**config.mk**
```make
export PLATFORM = sky130hd
export DESIGN_NAME = pattern_gen
export DESIGN_NICKNAME = d
export VERILOG_FILES = /design/src/rtl/pattern_gen.sv
export SDC_FILE = /design/constraint.sdc
export NUM_CORES = 1
export LEC_CHECK = 0
export CORE_ASPECT_RATIO = 1.1
export CORE_UTILIZATION = 55
export CTS_BUF_LIST = sky130_fd_sc_hd__clkbuf_16
export DETAILED_ROUTE_END_ITERATION = 6
export GPL_TIMING_DRIVEN = 0
export MAX_ROUTING_LAYER = met4
export PLACE_DENSITY = 0.83
export SETUP_SLACK_MARGIN = 0.5
export SYNTH_ARGS = -nofsm -noshare
export SYNTH_HDL_FRONTEND = slang
export SYNTH_SLANG_ARGS = --single-unit
export TNS_END_PERCENT = 20
```
**constraint.sdc**
```tcl
create_clock -name clk -period 5.3 [get_ports clk]
set_clock_uncertainty 0.2 [all_clocks]
set_input_delay 0.795 -clock clk [delete_from_list [all_inputs] [get_ports clk]]
set_output_delay 0.795 -clock clk [all_outputs]
set_load 0.05 [all_outputs]
```
**src/rtl/pattern_gen.sv**
```systemverilog
// Programmable serial pattern transmitter: sends a captured pattern MSB-first,
// repeated rep_cnt times with gap_len idle cycles between frames.
module pattern_gen #(
  parameter int MAX_LEN = 8,
  parameter int LEN_W   = 4,
  parameter int REP_W   = 4,
  parameter int GAP_W   = 4
) (
  input  logic               clk,
  input  logic               rst,
  input  logic               start,
  input  logic [MAX_LEN-1:0] pat_in,
  input  logic [LEN_W-1:0]   pat_len,
  input  logic [REP_W-1:0]   rep_cnt,
  input  logic [GAP_W-1:0]   gap_len,
  output logic               ready,
  output logic               data_out,
  output logic               data_valid,
  output logic               frame_start,
  output logic               done
);

  localparam int IDX_W = $clog2(MAX_LEN);

  typedef enum logic [1:0] {
    S_IDLE,
    S_SEND,
    S_GAP,
    S_DONE
  } state_t;

  state_t             r_state;
  logic [MAX_LEN-1:0] r_pat;
  logic [IDX_W-1:0]   r_top_idx;
  logic [IDX_W-1:0]   r_bit_idx;
  logic [REP_W-1:0]   r_rep_left;
  logic [GAP_W-1:0]   r_gap;
  logic [GAP_W-1:0]   r_gap_cnt;

  state_t             w_state_d;
  logic [MAX_LEN-1:0] w_pat_d;
  logic [IDX_W-1:0]   w_top_idx_d;
  logic [IDX_W-1:0]   w_bit_idx_d;
  logic [REP_W-1:0]   w_rep_left_d;
  logic [GAP_W-1:0]   w_gap_d;
  logic [GAP_W-1:0]   w_gap_cnt_d;
  logic               w_valid_d;
  logic               w_fs_d;
  logic               w_done_d;
  logic               w_bit_d;
  logic               w_ready_d;

  logic [LEN_W-1:0]   w_len_c;
  logic [REP_W-1:0]   w_rep_c;
  logic [IDX_W-1:0]   w_top_c;

  // Command sanitising: oversize lengths clamp, a zero repeat count means one frame.
  assign w_len_c = (pat_len > LEN_W'(MAX_LEN)) ? LEN_W'(MAX_LEN) : pat_len;
  assign w_rep_c = (rep_cnt == '0) ? REP_W'(1) : rep_cnt;
  assign w_top_c = IDX_W'(w_len_c - LEN_W'(1));

  always_comb begin
    // NOTE: every signal gets a default before the case so no path leaves it
    // unassigned; a missed assignment here would infer a latch.
    w_state_d    = r_state;
    w_pat_d      = r_pat;
    w_top_idx_d  = r_top_idx;
    w_bit_idx_d  = r_bit_idx;
    w_rep_left_d = r_rep_left;
    w_gap_d      = r_gap;
    w_gap_cnt_d  = r_gap_cnt;
    w_valid_d    = 1'b0;
    w_fs_d       = 1'b0;
    w_done_d     = 1'b0;

    unique case (r_state)
      S_IDLE: begin
        if (start) begin
          w_pat_d      = pat_in;
          w_gap_d      = gap_len;
          w_gap_cnt_d  = '0;
          w_rep_left_d = w_rep_c - REP_W'(1);
          if (w_len_c == '0) begin
            w_state_d = S_DONE;
            w_done_d  = 1'b1;
          end else begin
            w_state_d   = S_SEND;
            w_top_idx_d = w_top_c;
            w_bit_idx_d = w_top_c;
            w_valid_d   = 1'b1;
            w_fs_d      = 1'b1;
          end
        end
      end

      S_SEND: begin
        if (r_bit_idx != '0) begin
          w_bit_idx_d = r_bit_idx - IDX_W'(1);
          w_valid_d   = 1'b1;
        end else if (r_rep_left != '0) begin
          if (r_gap != '0) begin
            w_state_d   = S_GAP;
            w_gap_cnt_d = r_gap - GAP_W'(1);
          end else begin
            w_bit_idx_d  = r_top_idx;
            w_rep_left_d = r_rep_left - REP_W'(1);
            w_valid_d    = 1'b1;
            w_fs_d       = 1'b1;
          end
        end else begin
          w_state_d = S_DONE;
          w_done_d  = 1'b1;
        end
      end

      S_GAP: begin
        // r_gap_cnt holds the idle cycles still owed after the current one.
        if (r_gap_cnt != '0) begin
          w_gap_cnt_d = r_gap_cnt - GAP_W'(1);
        end else begin
          w_state_d    = S_SEND;
          w_bit_idx_d  = r_top_idx;
          w_rep_left_d = r_rep_left - REP_W'(1);
          w_valid_d    = 1'b1;
          w_fs_d       = 1'b1;
        end
      end

      S_DONE: begin
        w_state_d = S_IDLE;
      end

      default: begin
        w_state_d = S_IDLE;
      end
    endcase

    // Bit comes from the next-cycle pattern so the first bit is correct on acceptance.
    w_bit_d   = w_valid_d & w_pat_d[w_bit_idx_d];
    w_ready_d = (w_state_d == S_IDLE);
  end

  // NOTE: state and outputs are updated with non-blocking assignments so every
  // register samples the values from before this edge.
  always_ff @(posedge clk) begin
    if (rst) begin
      r_state     <= S_IDLE;
      r_pat       <= '0;
      r_top_idx   <= '0;
      r_bit_idx   <= '0;
      r_rep_left  <= '0;
      r_gap       <= '0;
      r_gap_cnt   <= '0;
      ready       <= 1'b1;
      data_out    <= 1'b0;
      data_valid  <= 1'b0;
      frame_start <= 1'b0;
      done        <= 1'b0;
    end else begin
      r_state     <= w_state_d;
      r_pat       <= w_pat_d;
      r_top_idx   <= w_top_idx_d;
      r_bit_idx   <= w_bit_idx_d;
      r_rep_left  <= w_rep_left_d;
      r_gap       <= w_gap_d;
      r_gap_cnt   <= w_gap_cnt_d;
      ready       <= w_ready_d;
      data_out    <= w_bit_d;
      data_valid  <= w_valid_d;
      frame_start <= w_fs_d;
      done        <= w_done_d;
    end
  end

endmodule

```
==> results.md, run 1 <==
- Status: completed
- Reg2Reg Depth: 11
- Post-route core utilization: roughly 72%
- Setup WS post-layout: 1954 ps
- GRT Total Usage: between 20 and 30%
- Final GP Congestion: 0.8979
- Initial antenna violation count: 0
- Setup TNS: 0 ps
- Fillcell total: 273
- Top-area cell type share of the netlist area: 33.91%
- Diodes inserted: 0
- CP max stage cell: clkdlybuf4s50_1
- Required time of the critical path: 5290 ps
- Power Density: 647.8 mW/mm²
- Inst Count DP: 319
- Hold_buf cts: 0
- CTS tree: built
- Core Area: 0.003358 mm²
- Clk network pwr share: approximately 17%
- Initial core utilization: approximately three fifths
- Clk_lat worst skew: 280 ps
- Worst slew pin tran: 551.8 ps
- First-pass GRT wire length: 7.783 mm
- Wirelength, routed: between 4 and 5 mm
- Die Wd: 58.75 µm
- Avg WL per Cell: 13.81 µm
- RSZ-0062 raised after global routing: no
- Port bufs: 27
- Max Slew Vio Count: 0
- Synthesis-to-layout area growth: 24.02%
- Post-CTS Setup Bufs: 0
- # clock sinks: 33
- Synth unique cells: 51
- Largest net degree at the start of global routing: 11
- Vias in the first global route: approximately 1800
- Psw: 704.0 µW
- CTS Root Buffer Type: clkbuf_16
- Combinational Power Share: between 50% and 60%
- Commonest non-fill, non-tap cell in the layout: nand2_1
- Vias per cell: 5.780
- Post-synth ARST share: 0%
- Yosys top cell by area: dfxtp_1
- Detailed-placement wirelength estimate: 3.267 mm
- Pleak: 0.9240 nW
- Post-Layout Cell Count: roughly 330
- Number of hold violations in the final report: 0
- Remaining DRCs: 0
- CP endpoint kind: register
- VDD IR max: ~0.00032 V
- FF+latch count, synth: 33
- Cells after Synth: 244
- Top area cells in the synthesized netlist: dfxtp_1, a21oi_1, nand2_1
- DP Worst Slack: 1696 ps
- Worst path max stage delay: between 500 and 600 ps
- Synth Cell Area: 0.001948 mm²
- Switching share of total power: roughly 45%
- Die area: around 0.0038 mm²
- CP startpoint kind: input port
- P_int: 861.0 µW
- Total power after layout: 1.565 mW
- Fin crit period: between 3000 and 4000 ps
- Nets: 310
- Sequential Power Share: 25.3%
- Final ANT Viol Nets: 0
- Iteration-0 DRC Markers: ~110
- Reg clk slew, reported paths: 50 ps
- Period Utilization, post-route: 63.13%
- Ys Warns: 0
- CP max FO: 9
- Setup Viol. Count Final: 0
- Cts bufs inserted: 5
- Max-slew headroom at the worst pin: 62.90%
- Via count: about 1900
- Max Cap Viol: 0
- Most frequent cells in the layout: nand2_1, dfxtp_1, a21oi_1
- Hold Path Stages: 2
- Setup CP Type: input port to register
- Worst EP arrival: 3340 ps
- Seq/Total Area, Yosys: roughly 34%
- Syn Nets: 276
- Grt total ovfl: 0
- Drt first pass iters: 4
- I/O Pins: 28
- Mapped Avg Cell Area: ~8.0 µm²
- Maximum clock frequency: around 0.3 GHz
- Layout cells sized above 1: 7.168%
- Ys flop type: dfxtp_1
- Tightest Hold Check Type: register to register
- Die height: 64.42 µm
- # rows: 22
- Maximum clock path buffer count: 2
- PostCTS Resize Cnt: 0
- Sequence of cells on the critical path: clkdlybuf4s50_1 > nand2b_1 > ha_1 > or3b_2 > a21boi_0 > o31ai_1 > o221ai_2 > a21boi_1 > o211ai_1 > a41oi_1
- EDFF count, synth: 0
- CTS H-tree depth: 2
-- cell families (layout without fill, tap and decap cells) --
| family | count (synthesis) | in the layout | synth area share, % |
|---|---|---|---|
| adders and majority gates | 9 | 9 | 5.780 |
| buffers and inverters | 21 | 56 | 4.174 |
| and+or+nand+nor | 91 | 91 | 23.83 |
| AOI/OAI and AO/OA | 81 | 81 | 27.55 |
| muxes | 9 | 9 | 4.753 |
| DFF | 33 | 33 | 33.91 |
-- sequential cells by signal (all words and copies together) (netlist names) --
register,flops
r_gap,4
frame_start,1
data_valid,1
ready,1
r_rep_left,4
r_state,2
r_top_idx,3
r_bit_idx,3
r_gap_cnt,4
r_pat,8
done,1
data_out,1
-- stage by stage --
stage	instance area [µm²]	hold WS, ps
floorplan	1948	238.4
detailed placement	2278	255.7
finish	2416	257.5
global placement	2278	246.3
CTS	2416	262.1
global route	2416	270.6
-- synthesized netlist by cell type (2+ instances only) --
library cell  instances
o31ai_1               5
a21oi_1              30
dfxtp_1              33
buf_2                 2
mux2i_1               7
o21ai_0              12
a21bo_2               2
mux2_2                2
nor2_1               18
nand2b_1             10
inv_1                 9
a21boi_1              2
clkbuf_1              9
a32oi_1               2
nand2_1              35
and3_1                3
nor2b_1               7
ha_1                  9
nand3_1               4
a21boi_0              3
or3_1                 2
nor3_1                2
a211oi_1              2
a31oi_1               3
o211ai_1              5
-- worst paths after layout --
path | endpoint | slack (ps) | startpoint
worst max-delay path | data_out$_SDFF_PP0_ | 1950 | pat_len[3]
worst min-delay path | r_pat[5]$_SDFF_PP0_ | 260 | r_pat[5]$_SDFF_PP0_
worst max register to register | data_out$_SDFF_PP0_ | 2470 | r_state[1]$_SDFF_PP0_
worst min register to register | r_pat[5]$_SDFF_PP0_ | 260 | r_pat[5]$_SDFF_PP0_
-- routing by layer --
layer | track usage, % | routed length [µm] | vias up
met5 | - | 0 | -
met2 | 42.05 | 2142 | 53
met4 | 9.524 | 72 | 0
met3 | 7.585 | 216 | 10
li1 | - | - | 954
met1 | 35.29 | 2083 | 873
-- power groups by stage --
stage                     registers, mW  clock network [mW]  logic [mW]
after floorplan                   0.437                   0       0.635
after global placement            0.397                   0       0.858
after detailed placement          0.400                   0       0.871
after CTS                         0.395               0.270       0.887
after global routing              0.408               0.284       0.997
final                             0.396               0.268       0.900
-- area by class of cell --
type | count | area (µm²) | share of cell area, %
sequential | 33 | 660.6 | 27.34
tap | 48 | 60.06 | 2.486
multi-input combinational | 190 | 1206 | 49.92
buffer | 12 | 47.55 | 1.968
inverter | 9 | 33.78 | 1.398
clock buffer | 5 | 125.1 | 5.179
timing repair buffer | 27 | 270.3 | 11.19
clock inverter | 3 | 12.51 | 0.5179
-- critical path, delay by kind of cell --
kind	cells	cell delay, ps
and+or+nand+nor	2	630
adders and majority gates	1	190
buffers and inverters	1	540
AOI/OAI and AO/OA	6	1190
Power figures use the tool's default switching activity.
==> run 2, diff against run 1 <==
--- a/config.mk
+++ b/config.mk
@@ -6,12 +6,12 @@
 export NUM_CORES = 1
 export LEC_CHECK = 0
 export CORE_ASPECT_RATIO = 1.1
-export CORE_UTILIZATION = 55
+export CORE_UTILIZATION = 49
 export CTS_BUF_LIST = sky130_fd_sc_hd__clkbuf_16
 export DETAILED_ROUTE_END_ITERATION = 6
 export GPL_TIMING_DRIVEN = 0
 export MAX_ROUTING_LAYER = met4
-export PLACE_DENSITY = 0.83
+export PLACE_DENSITY = 0.78
 export SETUP_SLACK_MARGIN = 0.5
 export SYNTH_ARGS = -nofsm -noshare
 export SYNTH_HDL_FRONTEND = slang
==> constraint.sdc (replaced) <==
create_clock -name clk -period 2.7 [get_ports clk]
set_clock_uncertainty 0.2 [all_clocks]
set_input_delay 0.405 -clock clk [delete_from_list [all_inputs] [get_ports clk]]
set_output_delay 0.405 -clock clk [all_outputs]
set_load 0.05 [all_outputs]
==> run 2 against run 1 <==
Sequential power rose by 110%. Core utilization rose by 3.2 points. Wire length rose by 22%. Count of clock-buffer cells in the layout did not move. Critical endpoint unchanged.
==> results.md, run 2 (synthesized netlist as in run 1, its figures left out) <==
- Status: completed
- Wirelength, routed: 5.497 mm (+22%)
- Max reg flops: 8 (unchanged)
- Post-route core utilization: 75.19% (+3.2 points)
- Period Utilization, post-route: between 80 and 90%
- Drt first pass iters: 4 (unchanged)
- Crit path max-delay family: compound AO/OA/AOI/OAI gates
- Max-slew headroom at the worst pin: 63.14% (+0.24 points)
- RSZ-0062 raised after global routing: yes
- Setup WS post-layout: 272.2 ps (-1682 ps)
- Setup TNS: 0 ps (unchanged)
- Synthesis-to-layout area growth: 43.29%
- Worst slew pin tran: 552.9 ps (+1.068 ps)
- Max Slew Vio Count: 0 (unchanged)
- CTS H-tree depth: 2 (unchanged)
- Layout cells sized above 1: 25.26% (+18 points)
- Initial antenna violation count: 0 (unchanged)
- Nets: 324 (+4.5%)
- Maximum clock path buffer count: 2 (unchanged)
- Detailed-placement wirelength estimate: 3.383 mm (+3.5%)
- Reg clk slew, reported paths: 60 ps (about the same)
- Vias in the first global route: 1847 (+4.5%)
- Final ANT Viol Nets: 0 (unchanged)
- Post-route cell area: 0.002791 mm² (+16%)
- Switching share of total power: 44.73% (-0.25 points)
- Placed inst area: 0.002305 mm² (+1.2%)
- First-pass GRT wire length: 8.293 mm (+6.6%)
- CP startpoint kind: register
- Post-Layout Cell Count: 343 (+4.9%)
- Setup Viol. Count Final: 0 (unchanged)
- Die Wd: 62.12 µm (+5.7%)
- # rows: 23 (+4.5%)
- VDD IR max: 0.0005577 V (+77%)
- Hold_buf cts: 0 (unchanged)
- Most frequent cells in the layout: nand2_1, a21oi_1, dfxtp_1
- CP endpoint kind: register
- Iteration-0 DRC Markers: 82 (-27%)
- Sequential Power Share: 21.5% (-3.8 points)
- Vias per cell: 5.834 (+0.93%)
- Fin crit period: 2428 ps
- GRT Total Usage: 26.30% (-1.4 points)
- Clk network pwr share: 14.9% (-2.2 points)
- DP Worst Slack: -379.8 ps (-2075 ps)
- Pleak: 1.050 nW (+14%)
- Largest net degree at the start of global routing: 13 (+2)
- Final GP Congestion: 0.9121 (+1.6%)
- CTS tree: built
- Crit path buffers/inverters: 0 (-1)
- Combinational Power Share: 63.5% (+6.0 points)
- Via count: 2001 (+5.9%)
- CP max FO: 5 (-4)
- Remaining DRCs: 0 (unchanged)
- CP max stage cell: or4_4
- Commonest non-fill, non-tap cell in the layout: nand2_1
- Total power after layout: 3.773 mW (+140%)
- Die height: 68.13 µm (+5.8%)
- Worst EP arrival: 2380 ps (-960 ps)
- Worst path max stage delay: 530 ps (about the same)
- Diodes inserted: 0 (unchanged)
- Cts bufs inserted: 5 (unchanged)
- Port bufs: 27 (unchanged)
- I/O Pins: 28 (unchanged)
- Initial core utilization: 52.48% (-5.5 points)
- Core Area: 0.003712 mm² (+11%)
- Psw: 1.688 mW (+140%)
- Inst Count DP: 321 (+0.63%)
- Clk_lat worst skew: 280 ps (about the same)
- Tightest Hold Check Type: register to register
- Avg WL per Cell: 16.03 µm (+16%)
- # clock sinks: 33 (unchanged)
- Grt total ovfl: 0 (unchanged)
- Power Density: 1352 mW/mm² (+110%)
- P_int: 2.085 mW (+140%)
- Max Cap Viol: 0 (unchanged)
- CTS Root Buffer Type: clkbuf_16
- Number of hold violations in the final report: 0 (unchanged)
- Setup CP Type: register to register
- Sequence of cells on the critical path: or4_4 > o211a_1 > a311oi_4 > o221ai_4 > a21boi_2 > o211ai_1 > a41oi_1
- Maximum clock frequency: 0.4119 GHz
- Die area: 0.004232 mm² (+12%)
- Required time of the critical path: 2650 ps (-2640 ps)
- Hold Slack: 263.7 ps (+6.219 ps)
- Largest reg by FF count: r_pat
-- run 2: metal layers --
metal / track usage, % / up-vias / wire length, µm
met3: 6.333 / 10 / 327
met5: - / - / 0
li1: - / 988 / -
met2: 44.78 / 65 / 2743
met4: 11.63 / 0 / 96
met1: 29.94 / 938 / 2330
-- run 2: repair_timing --
item | in CTS | in global routing
cloned | 1 | 0
pin swaps | 7 | 9
setup endpoints to repair | 11 | 20
gates resized for setup | 22 | 47
hold endpoints to repair | 0 | 0
setup buffers | 6 | 7
-- run 2: power groups by stage --
| stage | Combinational, mW | Clock (mW) | Sequential [mW] |
|---|---|---|---|
| after floorplan | 1.27 | 0 | 0.858 |
| after global placement | 1.71 | 0 | 0.779 |
| after detailed placement | 1.75 | 0 | 0.784 |
| after CTS | 1.92 | 0.570 | 0.785 |
| after global routing | 2.58 | 0.586 | 0.830 |
| final | 2.40 | 0.563 | 0.812 |
-- run 2: path summary, 6_finish.rpt --
path	startpoint	endpoint	slack, ps	cells past startpoint
setup / recovery	r_gap[1]$_SDFFE_PP0P_	data_out$_SDFF_PP0_	270	7
hold / removal	r_pat[0]$_SDFF_PP0_	r_pat[0]$_SDFF_PP0_	260	2
setup reg to reg	r_gap[1]$_SDFFE_PP0P_	data_out$_SDFF_PP0_	270	7
hold reg to reg	r_pat[0]$_SDFF_PP0_	r_pat[0]$_SDFF_PP0_	260	2
-- run 2: area by class of cell --
| cell class | instances | area [µm²] |
|---|---|---|
| Tap cell | 50 | 62.56 |
| Multi-Input combinational cell | 191 | 1431 |
| Clock inverter | 3 | 22.52 |
| Fill cell | 263 | 920.9 |
| Clock buffer | 5 | 125.1 |
| Timing Repair Buffer | 40 | 360.3 |
| Sequential cell | 33 | 674.4 |
| Inverter | 9 | 33.78 |
| Buffer | 12 | 81.33 |
-- run 2: worst reg2reg max path, stage by stage (launching register included) --
cell	delay (ps)
dfxtp_2	340
or4_4	530
o211a_1	250
a311oi_4	310
o221ai_4	180
a21boi_2	190
o211ai_1	170
a41oi_1	120
